## src/rtl/uart_frame_rx.sv

```systemverilog
// uart_frame_rx
//   Receives 8N1 serial frames and queues the bytes in a 4-entry
//   first-word-fall-through FIFO.
//
// Parameters
//   CLK_HZ : system clock frequency in Hz
//   BAUD   : serial bit rate; one bit lasts CLK_HZ/BAUD clocks
//
// Ports
//   clk_clk       in   system clock, all state changes on its rising edge
//   reset_reset_n in   synchronous active-low reset
//   uart_rxd      in   asynchronous serial line, idles high
//   rx_data       out  byte at the FIFO head (valid while rx_valid=1)
//   rx_valid      out  FIFO non-empty
//   rx_ready      in   consumer takes the head byte when rx_valid=1
//   frame_err     out  one-cycle pulse when a stop bit reads 0
//   overrun       out  one-cycle pulse when a good byte is dropped (FIFO full)
//   fifo_count    out  number of stored bytes, 0..4
module uart_frame_rx #(
  parameter int CLK_HZ = 50000000,
  parameter int BAUD   = 115200
) (
  input  logic       clk_clk,
  input  logic       reset_reset_n,
  input  logic       uart_rxd,
  output logic [7:0] rx_data,
  output logic       rx_valid,
  input  logic       rx_ready,
  output logic       frame_err,
  output logic       overrun,
  output logic [2:0] fifo_count
);

  localparam int CBIT = CLK_HZ / BAUD;
  localparam int HALF = CBIT / 2;
  localparam int CW   = $clog2(CBIT + 1);
  localparam logic [CW-1:0] CBIT_M1 = CW'(CBIT - 1);
  localparam logic [CW-1:0] HALF_M1 = CW'(HALF - 1);

  typedef enum logic [2:0] {
    S_IDLE,
    S_START,
    S_DATA,
    S_STOP,
    S_BREAK
  } state_t;

  // Two-flop synchronizer; both flops reset to the idle (high) line level
  // so a reset never looks like a start bit.
  logic rxd_meta_q;
  logic rxd_s_q;

  always_ff @(posedge clk_clk) begin
    if (!reset_reset_n) begin
      rxd_meta_q <= 1'b1;
      rxd_s_q    <= 1'b1;
    end else begin
      rxd_meta_q <= uart_rxd;
      rxd_s_q    <= rxd_meta_q;
    end
  end

  // Receiver FSM
  state_t        state_q, state_d;
  logic [CW-1:0] cnt_q, cnt_d;
  logic [2:0]    idx_q, idx_d;
  logic [7:0]    shift_q, shift_d;
  logic          push;
  logic          frame_err_q, frame_err_d;

  always_ff @(posedge clk_clk) begin
    if (!reset_reset_n) begin
      state_q     <= S_IDLE;
      cnt_q       <= '0;
      idx_q       <= '0;
      shift_q     <= '0;
      frame_err_q <= 1'b0;
    end else begin
      state_q     <= state_d;
      cnt_q       <= cnt_d;
      idx_q       <= idx_d;
      shift_q     <= shift_d;
      frame_err_q <= frame_err_d;
    end
  end

  always_comb begin
    state_d     = state_q;
    cnt_d       = cnt_q;
    idx_d       = idx_q;
    shift_d     = shift_q;
    push        = 1'b0;
    frame_err_d = 1'b0;
    case (state_q)
      S_IDLE: begin
        cnt_d = '0;
        if (!rxd_s_q) state_d = S_START;
      end
      S_START: begin
        // Re-check the line half a bit in; a high line means it was a glitch.
        if (cnt_q == HALF_M1) begin
          cnt_d = '0;
          if (!rxd_s_q) begin
            state_d = S_DATA;
            idx_d   = '0;
          end else begin
            state_d = S_IDLE;
          end
        end else begin
          cnt_d = cnt_q + 1'b1;
        end
      end
      S_DATA: begin
        // Counting a full bit from mid-start lands each sample mid-bit.
        if (cnt_q == CBIT_M1) begin
          cnt_d   = '0;
          shift_d = {rxd_s_q, shift_q[7:1]};
          if (idx_q == 3'd7) state_d = S_STOP;
          else               idx_d   = idx_q + 3'd1;
        end else begin
          cnt_d = cnt_q + 1'b1;
        end
      end
      S_STOP: begin
        if (cnt_q == CBIT_M1) begin
          cnt_d = '0;
          if (rxd_s_q) begin
            push    = 1'b1;
            state_d = S_IDLE;
          end else begin
            frame_err_d = 1'b1;
            state_d     = S_BREAK;
          end
        end else begin
          cnt_d = cnt_q + 1'b1;
        end
      end
      S_BREAK: begin
        // Wait out a held-low line so it is not mistaken for new start bits.
        cnt_d = '0;
        if (rxd_s_q) state_d = S_IDLE;
      end
      default: state_d = S_IDLE;
    endcase
  end

  // 4-entry FWFT FIFO
  logic [7:0] mem_q [4];
  logic [1:0] wr_ptr_q, rd_ptr_q;
  logic [2:0] count_q, count_d;
  logic       overrun_q, overrun_d;
  logic       pop, full, wr_en;

  assign pop   = (count_q != 3'd0) && rx_ready;
  assign full  = (count_q == 3'd4);
  // A pop in the same cycle frees the slot the push needs.
  assign wr_en = push && (!full || pop);
  assign overrun_d = push && full && !pop;
  assign count_d   = count_q + {2'b00, wr_en} - {2'b00, pop};

  always_ff @(posedge clk_clk) begin
    if (!reset_reset_n) begin
      for (int i = 0; i < 4; i++) mem_q[i] <= 8'h00;
      wr_ptr_q  <= '0;
      rd_ptr_q  <= '0;
      count_q   <= '0;
      overrun_q <= 1'b0;
    end else begin
      if (wr_en) begin
        mem_q[wr_ptr_q] <= shift_q;
        wr_ptr_q        <= wr_ptr_q + 2'd1;
      end
      if (pop) rd_ptr_q <= rd_ptr_q + 2'd1;
      count_q   <= count_d;
      overrun_q <= overrun_d;
    end
  end

  assign rx_data    = mem_q[rd_ptr_q];
  assign rx_valid   = (count_q != 3'd0);
  assign fifo_count = count_q;
  assign frame_err  = frame_err_q;
  assign overrun    = overrun_q;

endmodule

```

## config.mk

```make
export PLATFORM = sky130hd
export DESIGN_NAME = uart_frame_rx
export DESIGN_NICKNAME = d
export VERILOG_FILES = /design/src/rtl/uart_frame_rx.sv
export SDC_FILE = /design/constraint.sdc
export NUM_CORES = 1
export LEC_CHECK = 0
export BUFFER_PORTS_ARGS = -buffer_cell sky130_fd_sc_hd__buf_4
export CAP_MARGIN = 20
export CORE_MARGIN = 1
export CORE_UTILIZATION = 40
export DETAILED_ROUTE_END_ITERATION = 10
export PLACE_DENSITY = 0.54
export SLEW_MARGIN = 10
export SYNTH_ARGS = -nofsm -noshare
export SYNTH_HDL_FRONTEND = slang
export SYNTH_SLANG_ARGS = --single-unit
```

## constraint.sdc

```tcl
create_clock -name clk_clk -period 4.91 [get_ports clk_clk]
set_input_delay 0.491 -clock clk_clk [delete_from_list [all_inputs] [get_ports clk_clk]]
set_output_delay 0.491 -clock clk_clk [all_outputs]
set_load 0.02 [all_outputs]
```

==> impl_metrics.tcl <==
set metrics [dict create \
    die_area_um2 8470 \
    io_pins 18 \
    tightest_slew_ns 0.681 \
    synth_top_area_share_pct 29.6 \
    viasPerCell 5.06 \
    instances_no_fill 389 \
    ys_seq_area_share_pct 51.9 \
    drc 0 \
    first_global_vias 1995 \
    p_comb_share_pct 28.2 \
    synth_cells 263 \
    clk_latency_ns 0.34 \
    p_sw_share_pct 32.7 \
    core_area_um2 7770 \
    power_density_nw_per_um2 429 \
    grt_pass1_wl_um 10100 \
    leakage_uw 0.00137 \
    die_y_um 92.0 \
    htreeDepth 3 \
    synthTopCellsByCount "and2_1, dfxtp_1, edfxtp_1, nor2_1, mux2i_1" \
    synth.distinct_cells 61 \
    worstHoldPathType "primary input to flip-flop" \
    status "finished clean" \
    rsz0062_at_grt "false" \
    dp_cells 373 \
    hold_buffers 0 \
    hold_violations 0 \
    critPathKind "flip-flop to flip-flop" \
    cts_root_buffer "clkbuf_8" \
    cts_setup_buffers 0 \
    fin_skew_ns 0.00976 \
    relSlewSlack_pct 54.6 \
    place.gp.congestion 0.749 \
    path_clk_slew_ns 0.08 \
    antenna_left 0 \
    endpoint_kind "flip-flop" \
    wl_um 6060 \
    setup_viol 0 \
    cts_tree "done" \
    synth_largest_area_cell "edfxtp_1" \
    async_flop_share_pct 0 \
    clkPwrFrac_pct 26.1 \
    grt_usage_pct 16.1 \
    drive_above_1_share_pct 21.6 \
    ir_drop_mv 0.270 \
    overflow 0 \
    cp.arrival_ns 2.92 \
    ys_ff_latch 68 \
    synth_nets 275 \
    setup_tns_ns 0 \
    wl_per_cell_um 15.6 \
    io_buffers 17 \
    start_util_pct 41.7 \
    p_total_uw 1550 \
    grt_max_degree 21 \
    internal_power_uw 1050 \
    seqPwrFrac_pct 45.7 \
    antenna_found_initial 0 \
    syn_area_um2 3240 \
    clk_path_buf_depth 2 \
    cts_sinks 68 \
    finalCriticalPeriod_ns 2.71 \
    antenna_cells 0 \
    die_w_um 92.0 \
    first_pass_iters 4 \
    synth_edf_count 32 \
    first_iter_violations 56 \
    timing.final.crit_share_pct 55.2 \
    synth_area_leaders "edfxtp_1, dfxtp_1, and2_1" \
    numCtsBuffers 9 \
    crit_fanout 10 \
    drv_slew 0 \
    yosys_warnings 0 \
    routed-via-count 1970 \
    power_switching_uw 508 \
    max_freq_mhz 369 \
    ctsResizeCount 0 \
    rows 32 \
    synth.avg_cell_area_um2 12.3 \
    required_ns 5.12 \
    start_kind "flip-flop" \
    synthToLayoutAreaGrowth_pct 11.8 \
    max-cap-violations 0 \
    synthFlopType "dfxtp_1" \
    final_nets 294 \
    place_hpwl_um 4000 \
]
[through the flow]
stage	utilization, %	setup WS, ns	area [µm²]	hold slack (ns)
floorplan	-	2.36	3240	0.386
CTS	46.7	2.19	3620	0.321
global placement	44.5	2.23	3460	0.399
global route	46.7	2.02	3620	0.315
detailed placement	44.5	2.19	3460	0.393
finish	46.7	2.20	3620	0.339
[metal layers]
metal	track usage [%]	vias up	wire length (µm)
li1	-	991	-
met4	7.03	0	96
met2	27.1	23	2980
met3	4.23	8	195
met5	0	-	0
met1	19.5	948	2780
[power by group through the flow]
stage          Sequential, µW  Clock, µW  Combinational, µW
2_1_floorplan             690          0                375
3_3_place_gp              727          0                447
3_5_place_dp              726          0                444
4_1_cts                   714        419                444
5_1_grt                   724        453                478
6_report                  711        406                438
[area by class of cell]
type	count	area, µm²
clock inverters	6	41.3
clock buffers	10	128
fillers	735	4140
flip-flops and latches	68	1680
inverters	8	30.0
well taps	102	128
multi-input cells	177	1480
repair buffers	18	135
[worst max-delay path, stage by stage, from the launching register on]
cell	delay, ns
dfxtp_1	0.52
nor2b_2	0.27
nand2_1	0.17
or3_1	0.40
ha_1	0.28
inv_1	0.04
ha_1	0.18
fa_1	0.37
xnor2_1	0.17
xnor2_1	0.13
nor2_1	0.05
[worst paths after layout]
| path | startpoint | end | slack [ns] | depth (start not counted) |
|---|---|---|---|---|
| max reg2reg | state_q[1] | fifo_count[2] | 2.20 | 10 |
| min | uart_rxd | rxd_meta_q | 0.34 | 2 |
| max | state_q[1] | fifo_count[2] | 2.20 | 10 |
| min reg2reg | rxd_meta_q | rxd_s_q | 0.40 | 1 |
[state kept, by name, indices dropped and copies added, names as in the netlist, 2 cells and up, named ones only]
| name | count |
|---|---|
| state_q | 3 |
| wr_ptr_q | 2 |
| cnt_q | 9 |
| idx_q | 3 |
| fifo_count | 3 |
| rd_ptr_q | 2 |
| mem_q | 32 |
| shift_q | 8 |
[kinds of logic (layout without fill, tap and decap cells)]
group	count (synthesis)	in the layout	share of synthesized area [%]
simple gates	111	111	22.3
buf+inv	18	42	2.66
flops	68	68	51.9
xor+xnor	10	10	2.70
fa+ha+maj	8	8	3.32
compound gates	27	27	7.53
mux	21	21	9.57
[layout by cell type, fill, tap and decap left out, types with 3 or more instances in the layout]
master,count
or3_1,5
mux2i_1,13
nand3_1,5
ha_1,7
xor2_1,6
mux4_2,8
nor2b_1,3
nand2_1,10
edfxtp_1,32
buf_4,18
inv_1,8
nand4_1,4
xnor2_1,4
a21oi_1,6
nor2_1,19
and2_1,36
dfxtp_1,36
clkbuf_8,9
nand2b_1,6
Power figures use the tool's default switching activity.
